[src/rtl/tm_program_driver.sv]
// Initiator for the Turing-machine program/step handshake: streams a ROM script
// into the machine over Next/Done, then single-steps it to compute-done or a step limit.
module tm_program_driver #(
  parameter int DW      = 4,
  parameter int RAW     = 7,
  parameter int TIMEOUT = 255,
  parameter int SCW     = 8
) (
  input  logic           clock,
  input  logic           reset,
  input  logic           start,
  input  logic [SCW-1:0] step_limit,
  output logic [RAW-1:0] rom_addr,
  input  logic [DW-1:0]  rom_data,
  input  logic [3:0]     tm_state,
  input  logic           tm_compute_done,
  output logic [DW-1:0]  tm_data,
  output logic           tm_next,
  output logic           tm_done,
  output logic           busy,
  output logic           loaded,
  output logic           halted,
  output logic           error,
  output logic [SCW-1:0] step_count
);

  localparam logic [3:0] ST_START       = 4'd0;
  localparam logic [3:0] ST_STATE_NUM   = 4'd1;
  localparam logic [3:0] ST_WAIT1       = 4'd2;
  localparam logic [3:0] ST_WRITE_STATE = 4'd3;
  localparam logic [3:0] ST_TAPE_ADDR   = 4'd4;
  localparam logic [3:0] ST_FILL_TAPE1  = 4'd5;
  localparam logic [3:0] ST_WAIT2       = 4'd6;
  localparam logic [3:0] ST_WRITE_TAPE  = 4'd7;
  localparam logic [3:0] ST_FILL_TAPE2  = 4'd8;
  localparam logic [3:0] ST_READ_DATA   = 4'd10;
  localparam logic [3:0] ST_READ_DIR    = 4'd12;
  localparam logic [3:0] ST_STOP        = 4'd14;

  localparam int TW = $clog2(TIMEOUT + 1);

  // Handshake contract: a raised strobe (tm_next or tm_done) holds until tm_state
  // reports the acknowledge code, drops on the following cycle, and tm_data is
  // settled one full cycle before the strobe rises and held until it falls.
  typedef enum logic [3:0] {
    S_IDLE, S_FETCH, S_CAPTURE, S_SETUP, S_RAISE, S_DROP, S_RUN, S_FINISHED, S_ERROR
  } state_t;

  typedef enum logic [2:0] {
    P_N, P_TRANS, P_DONE1, P_TADDR, P_K, P_TAPE, P_DONE2, P_RUN
  } phase_t;

  state_t         state_q, state_d;
  phase_t         phase_q, phase_d;
  logic [RAW-1:0] addr_q, addr_d;
  logic [DW-1:0]  data_q, data_d;
  logic [RAW-1:0] cnt_q, cnt_d;
  logic [TW-1:0]  tmo_q, tmo_d;
  logic [SCW-1:0] steps_q, steps_d;
  logic           loaded_q, loaded_d;
  logic [RAW-1:0] n_ext;
  logic           done_phase;

  // Acknowledge code awaited while the strobe is high.
  function automatic logic match_raise(input phase_t p, input logic [3:0] s);
    case (p)
      P_N:     return s == ST_STATE_NUM;
      P_TRANS: return s == ST_WRITE_STATE;
      P_DONE1: return s == ST_TAPE_ADDR;
      P_TADDR: return (s == ST_FILL_TAPE1) || (s == ST_WAIT2);
      P_TAPE:  return s == ST_WRITE_TAPE;
      P_DONE2: return s >= ST_FILL_TAPE2;
      P_RUN:   return s == ST_READ_DIR;
      default: return 1'b0;
    endcase
  endfunction

  // Code awaited after the strobe drops, before the next transfer may begin.
  function automatic logic match_drop(input phase_t p, input logic [3:0] s);
    case (p)
      P_N, P_TRANS:  return s == ST_WAIT1;
      P_DONE1:       return s == ST_TAPE_ADDR;
      P_TADDR, P_TAPE: return s == ST_WAIT2;
      P_DONE2:       return s == ST_READ_DATA;
      P_RUN:         return (s == ST_READ_DATA) || (s == ST_STOP);
      default:       return 1'b0;
    endcase
  endfunction

  assign n_ext      = RAW'(rom_data);
  assign done_phase = (phase_q == P_DONE1) || (phase_q == P_DONE2);

  always_ff @(posedge clock or posedge reset) begin
    if (reset) begin
      state_q  <= S_IDLE;
      phase_q  <= P_N;
      addr_q   <= '0;
      data_q   <= '0;
      cnt_q    <= '0;
      tmo_q    <= '0;
      steps_q  <= '0;
      loaded_q <= 1'b0;
    end else begin
      state_q  <= state_d;
      phase_q  <= phase_d;
      addr_q   <= addr_d;
      data_q   <= data_d;
      cnt_q    <= cnt_d;
      tmo_q    <= tmo_d;
      steps_q  <= steps_d;
      loaded_q <= loaded_d;
    end
  end

  always_comb begin
    state_d  = state_q;
    phase_d  = phase_q;
    addr_d   = addr_q;
    data_d   = data_q;
    cnt_d    = cnt_q;
    tmo_d    = tmo_q;
    steps_d  = steps_q;
    loaded_d = loaded_q;
    case (state_q)
      S_IDLE: begin
        if (start) begin
          if (tm_state != ST_START) begin
            state_d = S_ERROR;
          end else begin
            state_d = S_FETCH;
            phase_d = P_N;
            addr_d  = '0;
            steps_d = '0;
          end
        end
      end
      S_FETCH: state_d = S_CAPTURE;
      S_CAPTURE: begin
        addr_d = addr_q + RAW'(1);
        if (phase_q == P_K) begin
          // K sizes the tape loop only; it is never presented to the machine.
          cnt_d = RAW'(rom_data);
          if (rom_data == '0) begin
            phase_d = P_DONE2;
            state_d = S_RAISE;
            tmo_d   = '0;
          end else begin
            phase_d = P_TAPE;
            state_d = S_FETCH;
          end
        end else begin
          data_d  = rom_data;
          state_d = S_SETUP;
          if (phase_q == P_N) cnt_d = (n_ext << 2) + (n_ext << 1);
        end
      end
      S_SETUP: begin
        state_d = S_RAISE;
        tmo_d   = '0;
      end
      S_RAISE: begin
        if (match_raise(phase_q, tm_state)) begin
          state_d = S_DROP;
          tmo_d   = '0;
        end else if (tmo_q == TW'(TIMEOUT - 1)) begin
          state_d = S_ERROR;
        end else begin
          tmo_d = tmo_q + TW'(1);
        end
      end
      S_DROP: begin
        if (match_drop(phase_q, tm_state)) begin
          tmo_d = '0;
          case (phase_q)
            P_N: begin
              if (cnt_q == '0) begin
                phase_d = P_DONE1;
                state_d = S_RAISE;
              end else begin
                phase_d = P_TRANS;
                state_d = S_FETCH;
              end
            end
            P_TRANS: begin
              cnt_d = cnt_q - RAW'(1);
              if (cnt_q == RAW'(1)) begin
                phase_d = P_DONE1;
                state_d = S_RAISE;
              end else begin
                state_d = S_FETCH;
              end
            end
            P_DONE1: begin
              phase_d = P_TADDR;
              state_d = S_FETCH;
            end
            P_TADDR: begin
              phase_d = P_K;
              state_d = S_FETCH;
            end
            P_TAPE: begin
              cnt_d = cnt_q - RAW'(1);
              if (cnt_q == RAW'(1)) begin
                phase_d = P_DONE2;
                state_d = S_RAISE;
              end else begin
                state_d = S_FETCH;
              end
            end
            P_DONE2: begin
              loaded_d = 1'b1;
              phase_d  = P_RUN;
              state_d  = S_RUN;
            end
            P_RUN: begin
              if (steps_q != '1) steps_d = steps_q + SCW'(1);
              state_d = S_RUN;
            end
            default: state_d = S_ERROR;
          endcase
        end else if (tmo_q == TW'(TIMEOUT - 1)) begin
          state_d = S_ERROR;
        end else begin
          tmo_d = tmo_q + TW'(1);
        end
      end
      S_RUN: begin
        if (tm_compute_done || (tm_state == ST_STOP)) begin
          state_d = S_FINISHED;
        end else if ((step_limit != '0) && (steps_q == step_limit)) begin
          state_d = S_FINISHED;
        end else if (tm_state == ST_READ_DATA) begin
          state_d = S_RAISE;
          tmo_d   = '0;
        end else if (tmo_q == TW'(TIMEOUT - 1)) begin
          state_d = S_ERROR;
        end else begin
          tmo_d = tmo_q + TW'(1);
        end
      end
      S_FINISHED: state_d = S_FINISHED;
      S_ERROR:    state_d = S_ERROR;
      default:    state_d = S_ERROR;
    endcase
  end

  // Strobes decode straight from registered state so reset clears them at once.
  assign tm_next    = (state_q == S_RAISE) && !done_phase;
  assign tm_done    = (state_q == S_RAISE) && done_phase;
  assign tm_data    = data_q;
  assign rom_addr   = addr_q;
  assign busy       = (state_q != S_IDLE) && (state_q != S_FINISHED) && (state_q != S_ERROR);
  assign loaded     = loaded_q;
  assign halted     = (state_q == S_FINISHED);
  assign error      = (state_q == S_ERROR);
  assign step_count = steps_q;

endmodule

[config.mk]
export PLATFORM = sky130hd
export DESIGN_NAME = tm_program_driver
export DESIGN_NICKNAME = d
export VERILOG_FILES = /design/src/rtl/tm_program_driver.sv
export SDC_FILE = /design/constraint.sdc
export NUM_CORES = 1
export LEC_CHECK = 0
export CAP_MARGIN = 10
export CORE_ASPECT_RATIO = 0.5
export CORE_MARGIN = 8
export CORE_UTILIZATION = 46
export CTS_BUF_LIST = sky130_fd_sc_hd__clkbuf_4 sky130_fd_sc_hd__clkbuf_8 sky130_fd_sc_hd__clkbuf_16
export CTS_CLUSTER_DIAMETER = 80
export DETAILED_ROUTE_END_ITERATION = 12
export PLACE_DENSITY_LB_ADDON = 0.2
export RECOVER_POWER = 25
export SLEW_MARGIN = 20
export SYNTH_ARGS = -nofsm -noshare
export SYNTH_HDL_FRONTEND = slang
export SYNTH_SLANG_ARGS = --single-unit
[constraint.sdc]
create_clock -name clock -period 4.12 [get_ports clock]
set_input_delay 0.618 -clock clock [delete_from_list [all_inputs] [get_ports clock]]
set_output_delay 0.618 -clock clock [all_outputs]
set_load 0.03 [all_outputs]
# Word-level counts from Yosys, hierarchy flattened
# Cells that the tools add are included.
[totals] memories=0 ram_bits=0 latchBits=0 input_bits=20 elab_cells=145 rom_bits=0 ff_bits=42 out_inout_bits=25
[op_classes] n_bitwise=1 n_reduce_logical=34 n_mul=0 mux=51 shifts=0 magnitude_cmp=1 n_div=0 n_eq_ne=45 addsub=5
[op_table] cell="8-bit 2-to-1 mux" count=13
[op_table] cell="7-bit 2-to-1 mux" count=6
[op_table] cell="8-bit one-hot mux with 5 select lines" count=1
[op_table] cell="4-bit 2-to-1 mux" count=9
[op_table] cell="4-bit by 3-bit == test with 1-bit output (second input constant)" count=8
[op_table] cell="4-bit one-hot mux with 8 select lines" count=1
[op_table] cell="7-bit one-hot mux with 2 select lines" count=2
[op_table] cell="3-bit 2-to-1 mux" count=9
[op_table] cell="2-bit inequality test (second input constant)" count=9
[op_table] cell="3-bit one-hot mux with 6 select lines" count=1
[op_table] cell="8-bit by 1-bit adder with 8-bit output (second input constant)" count=2
[op_table] cell="4-bit by 2-bit == test with 1-bit output (second input constant)" count=4
[op_table] cell="4-bit == test (second input constant)" count=4
[op_table] cell="4-bit one-hot mux with 4 select lines" count=1
[op_table] cell="8-bit one-hot mux with 2 select lines" count=1
[op_table] cell="3-bit == test (second input constant)" count=4
[op_table] cell="2-bit OR reduction" count=5
[op_table] cell="3-bit inequality test (second input constant)" count=3
[op_table] cell="3-bit one-hot mux with 3 select lines" count=1
[op_table] cell="4-bit by 1-bit == test with 1-bit output (second input constant)" count=2
[op_table] cell="8-bit == test" count=1
[op_table] cell="8-bit == test (second input constant)" count=1
[op_table] cell="4-bit zero test" count=2
[op_table] cell="8-bit inequality test (second input constant)" count=1
[op_table] cell="other kinds (32)" count=46

# Longest topological paths before layout
# Gate-level depths: netlist of the first run.
[logic_depth] word_depth=6 mapped_depth=9

# Worst setup path after synthesis of the first run
# Ideal clock, no wire load.
[synth_path] path_type="reg-to-output" from="reg state_q[3]" to="out tm_done" required_time_ns=3.502 setup_slack_ns=1.753 path_stages_with_launch=6 path_buffers=1 arrival_ns=1.749 cell_sequence="dfrtp_1 > buf_2 > nor2_1 > nand2_1 > or2_1 > nor3_1"
[synth_between] elab_chain_cells=2
[synth_rtl] element="start: declaration" line_no="53" text="state_t state_q, state_d;"
[synth_rtl] element="start signal: assignment" line_no="104" text="state_q <= state_d;"
[synth_rtl] element="4-bit by 3-bit == test with 1-bit output" line_no="249" text="assign tm_done = (state_q == S_RAISE) && done_phase;"
[synth_rtl] element="1-bit logical AND" line_no="249"
[synth_rtl] element="end: declaration" line_no="19" text="output logic tm_done,"
# Every way passes these cells.

# Final worst setup path of the first run
# Same ends and word-level chain as after synthesis.

==> results of run 1 <==
-- state kept, by name, summed over array words and instances (netlist names) --
register,cells
step_count,8
tmo_q,8
cnt_q,7
rom_addr,7
state_q,4
tm_data,4
phase_q,3
loaded,1
-- logic make-up (layout without fill, tap and decap cells) --
logic type / Yosys count / count (layout) / share of synthesized area
adder cells (fa/ha/maj): 14 / 14 / 0.0551
buffers and inverters: 47 / 79 / 0.0721
XOR/XNOR: 22 / 22 / 0.0582
AND/OR/NAND/NOR: 156 / 156 / 0.250
multiplexers: 3 / 3 / 0.00906
AO/OA/AOI/OAI: 113 / 113 / 0.238
flip-flops: 42 / 42 / 0.317
-- routing by layer --
layer	part of all wire	routed length, um	up-vias
li1	-	-	1499
met1	0.51	4850	1479
met2	0.35	3340	170
met3	0.12	1170	10
met4	0.0092	87	0
met5	0	0	-
-- cell type report --
class	instances	share of cell area
sequential	42	0.268
inverter	19	0.0182
clock inverter	1	0.00128
multi-input combinational	308	0.518
timing repair buffer	52	0.127
clock buffer	7	0.0373
tap	96	0.0306
-- Yosys cell counts (all sizes together), types with 13 or more instances --
cell type,n
nand3,17
buf,19
nor2,39
o21ai,25
a21oi,27
ha,13
dfrtp,42
nand2,35
inv,19
nor3,14
xor2,19
-- power breakdown --
group	switching, mW	total, mW	internal (mW)	leakage [nW]
Sequential	0.142	0.657	0.515	0.542
Clock	0.169	0.416	0.247	0.0773
Combinational	0.386	0.650	0.263	1.07
-- worst max-delay path: cells and delay by family (launching register included) --
family                 cells  cell delay (ns)
AND/OR/NAND/NOR            4             0.91
buffers and inverters      1             0.71
flip-flops                 1             0.54
-- metrics by stage --
stage	setup slack (ns)	instances	hold WS, ns	area (sq um)
6_report	1.06	525	0.484	3920
3_5_place_dp	0.864	517	0.469	3770
5_1_grt	0.613	525	0.511	3920
2_1_floorplan	1.75	397	0.461	3310
4_1_cts	1.06	525	0.490	3920
3_3_place_gp	0.955	517	0.463	3770
-- path summary, 6_finish.rpt --
kind,start,end,cells after the start
worst min register to register,loaded,loaded,1
worst max register to register,phase_q[0],tmo_q[4],7
worst min-delay path,loaded,loaded,1
worst max-delay path,state_q[3],tm_done,5
min in group asynchronous,reset,rom_addr[1],3
max in group asynchronous,reset,step_count[7],3
-- cells in the final DEF, fill, tap and decap left out, types with 6 or more instances in the layout --
master and instances:
nor2_1 39, clkdlybuf4s50_1 43, nand4_1 7, dfrtp_1 42, buf_4 7, xor2_1 19, nand2_1 34, ha_1 13
a21oi_1 27, inv_1 19, or3_1 6, o21ai_0 24, nand3_1 15, nor3_1 14, a21o_1 9
==> impl_metrics.ini, run 1 <==
[grt]
grt_pass1_vias = 2836
grtUsageMet3 = 0.0678
gr-max-usage-layer = met1
antenna_found_initial = 0
grt_usage = 0.181
grt_use_met2 = 0.217
grt_use_met1 = 0.285
grt_overflow_total = 0
grt_pass1_wl_um = 15000
grt_max_degree = 43

[logic_synthesis]
synthFlopType = dfrtp_1
synth_cells = 397
syn_avg_cell_area_sq_um = 8.35
netlist_area_sq_mm = 0.00331
synth.top_cells.by_area = dfrtp_1 (32%), xor2_1 (5.0%), ha_1 (4.9%), nor2_1 (4.4%), a21oi_1 (4.1%)
yosysTopAreaCell = dfrtp_1
synth_edf_count = 0
synth-seq-area-share = 0.317
synth.distinct_cells = 68
synth_fp_nets = 431
synth_top_cell_area_share = 0.317
yosys_warnings = 0
async_reset_ff_frac = 1.00
ys_ff_latch = 42

[floorplanning]
dieArea_sq_mm = 0.0103
start_util = 0.463
fp.dieH_um = 76.0
core_area_sq_mm = 0.00716
dieWidth_um = 136
io-pin-count = 45
rows = 22

[routing]
drt_pass1_iterations = 5
first_iter_violations = 269
postRouteAntennaNets = 0
routed_via_density = 6.02
vias = 3158
wirelength_um = 9440
drc = 0
post_drt_wl_per_cell_um = 18.0

[finish]
area_delta_synth_final_pct = 18.3
num-nets-final = 462
antenna_cells = 0
register_area_sq_mm = 0.00105
nFillCells = 665
layout-drive-gt1-share = 0.0699
fin_util = 0.548
multi_input_area_sq_mm = 0.00203

[setup_path]
endpoint_kind = output port
required_ns = 3.50
crit_path_max_incr_delay_ns = 0.71
rrSetupSlack_ns = 1.38
cp_slowest_cell = clkdlybuf4s50_1
crit_fanout = 13
worst_setup_path_start_kind = register
crit_type = reg2out
cp.arrival_ns = 2.44
worstPathCellList = nor2_1 -> nand2_1 -> or2_1 -> nor3_1 -> clkdlybuf4s50_1

[clock_network]
ctsResizeCount = 0
htree_levels = 2
cts_buffer_depth = 2
root_buffer = clkbuf_16
cts_tree = done
cts_buffers = 5
cts_setup_buffers = 0
clk_latency_ns = 0.29
postCtsHoldBufs = 0
clkSinkCount = 42
clkTransAtPathRegs_ns = 0.07

[power_and_ir_drop]
p_leak_nw = 1.69
power.total_mw = 1.72
p_per_area_mw_per_mm2 = 440
ir_worst_vdd_mv = 0.295

[placed_design]
gp_congestion = 0.950
place_hpwl_um = 7090
port_buffers = 44

[timing]
finalCriticalPeriod_ns = 3.06
relSlewSlack = -0.531
fin_tns_setup_ns = 0
finalClockSkew_ns = 0.00840
max_freq_mhz = 327
rsz0062_at_grt = false
hold_viol = 0
slew_viol_final = 43
layout_worst_path_cycle_share = 0.743
worst_slew_pin_slew_ns = 2.30
setup_viol = 0

[run_status]
status = complete, but fails checks
violations = max-capacitance violations, max-slew violations

[min_path]
hold_class = reg2reg

[flow_run]
drv_cap = 1
Note: power is estimated with default switching activity, not from simulation.
==> inputs of run 2 (changes only) <==
==> constraint.sdc (replaced) <==
create_clock -name clock -period 2.9 [get_ports clock]
set_input_delay 0.435 -clock clock [delete_from_list [all_inputs] [get_ports clock]]
set_output_delay 0.435 -clock clock [all_outputs]
set_load 0.03 [all_outputs]
==> run 2 against run 1 <==
The flow now finishes without violations. Clock power rose by 60%. Setup slack got worse by 0.87 ns. Final area rose by 3.0%. Clock skew fell by 0.0043 ns. Combinational power rose by 49%. Largest power group is now combinational cells.
==> impl_metrics.ini, run 2 (synthesized netlist as in run 1, its figures left out) <==
[finish]
num-nets-final = 475
mostFrequentLayoutCells = clkdlybuf4s50_1 (43), dfrtp_1 (42), nor2_1 (39)
register_area_sq_mm = 0.00105
fin_util = 0.564
layout-drive-gt1-share = 0.0975
antenna_cells = 0
nFillCells = 649
area_delta_synth_final_pct = 21.8
multi_input_area_sq_mm = 0.00203
final_common_cell = clkdlybuf4s50_1

[clock_network]
cts_setup_buffers = 0
root_buffer = clkbuf_16
clkTransAtPathRegs_ns = 0.06
cts_buffer_depth = 2
clk_latency_ns = 0.29
clkSinkCount = 42
ctsResizeCount = 0
htree_levels = 2
cts_tree = done
cts_buffers = 5
postCtsHoldBufs = 0

[floorplanning]
core_area_sq_mm = 0.00716
rows = 22
dieWidth_um = 136
start_util = 0.463
dieArea_sq_mm = 0.0103
io-pin-count = 45
fp.dieH_um = 76.0

[setup_path]
required_ns = 2.47
crit_fanout = 5
crit_type = reg2out
endpoint_kind = output port
cp.arrival_ns = 2.27
worst_setup_path_start_kind = register

[placed_design]
place_hpwl_um = 7570
place_ws_ns = 0.124
gp_congestion = 0.913
port_buffers = 44

[grt]
grt_pass1_vias = 3033
antenna_found_initial = 0
grt_overflow_total = 0
grt_pass1_wl_um = 16000
grt_max_degree = 43
grt_usage = 0.193

[routing]
wirelength_um = 9930
post_drt_wl_per_cell_um = 18.5
vias = 3250
drt_pass1_iterations = 6
drc = 0
routed_via_density = 6.05
first_iter_violations = 359
postRouteAntennaNets = 0

[timing]
finalClockSkew_ns = 0.00413
rsz0062_at_grt = false
layout_worst_path_cycle_share = 0.934
worst_slew_pin_slew_ns = 1.14
fin_tns_setup_ns = 0
setup_ws_ns = 0.190
setup_viol = 0
finalCriticalPeriod_ns = 2.71
hold_viol = 0
slew_viol_final = 0
relSlewSlack = 0.243
max_freq_mhz = 369

[power_and_ir_drop]
p_leak_nw = 1.76
p_per_area_mw_per_mm2 = 632
ir_worst_vdd_mv = 0.450

[run_status]
status = complete, no violations

[flow_run]
drv_cap = 0

[min_path]
hold_class = reg2reg
## run 2: per-layer routing
| metal | global-route usage | wire (um) | vias to the layer above |
|---|---|---|---|
| li1 | - | - | 1525 |
| met1 | 0.300 | 4930 | 1523 |
| met2 | 0.236 | 3650 | 194 |
| met3 | 0.0730 | 1270 | 8 |
| met4 | 0.0424 | 80 | 0 |
| met5 | 0 | 0 | - |
## run 2: final cells by class
cell class	instances	share of cell area
Clock buffer	6	0.0344
Clock inverter	1	0.00744
Inverter	19	0.0177
Multi-Input combinational cell	308	0.503
Sequential cell	42	0.260
Tap cell	96	0.0298
Timing Repair Buffer	65	0.148
## run 2: critical path, cell delays in order, from the launching register on
cell             delay, ns
dfrtp_1               0.38
nor2_1                0.27
nand2_1               0.12
or2_1                 0.29
nor3_1                0.21
clkdlybuf4s50_1       0.72
## run 2: worst paths after layout
path	startpoint	endpoint	slack (ns)	cells past startpoint
worst max-delay path	state_q[3]	tm_done	0.19	5
worst min-delay path	tm_data[0]	tm_data[0]	0.49	2
worst max register to register	phase_q[0]	phase_q[2]	0.43	7
worst min register to register	tm_data[0]	tm_data[0]	0.49	2
max in group asynchronous	reset	tmo_q[2]	1.26	3
min in group asynchronous	reset	rom_addr[5]	0.95	3
## run 2: metrics by stage
| step | area [sq um] | cells | hold slack [ns] | total power [mW] |
|---|---|---|---|---|
| floorplan | 3310 | 397 | 0.461 | 1.52 |
| global placement | 3870 | 530 | 0.463 | 1.86 |
| detailed placement | 3870 | 530 | 0.478 | 1.88 |
| CTS | 4040 | 537 | 0.497 | 2.55 |
| global route | 4040 | 537 | 0.535 | 2.71 |
| finish | 4040 | 537 | 0.494 | 2.55 |
## run 2: power by group
| part | switching, mW | internal (mW) |
|---|---|---|
| sequential | 0.183 | 0.732 |
| clock | 0.241 | 0.426 |
| combinational | 0.574 | 0.396 |
| total | 0.998 | 1.55 |
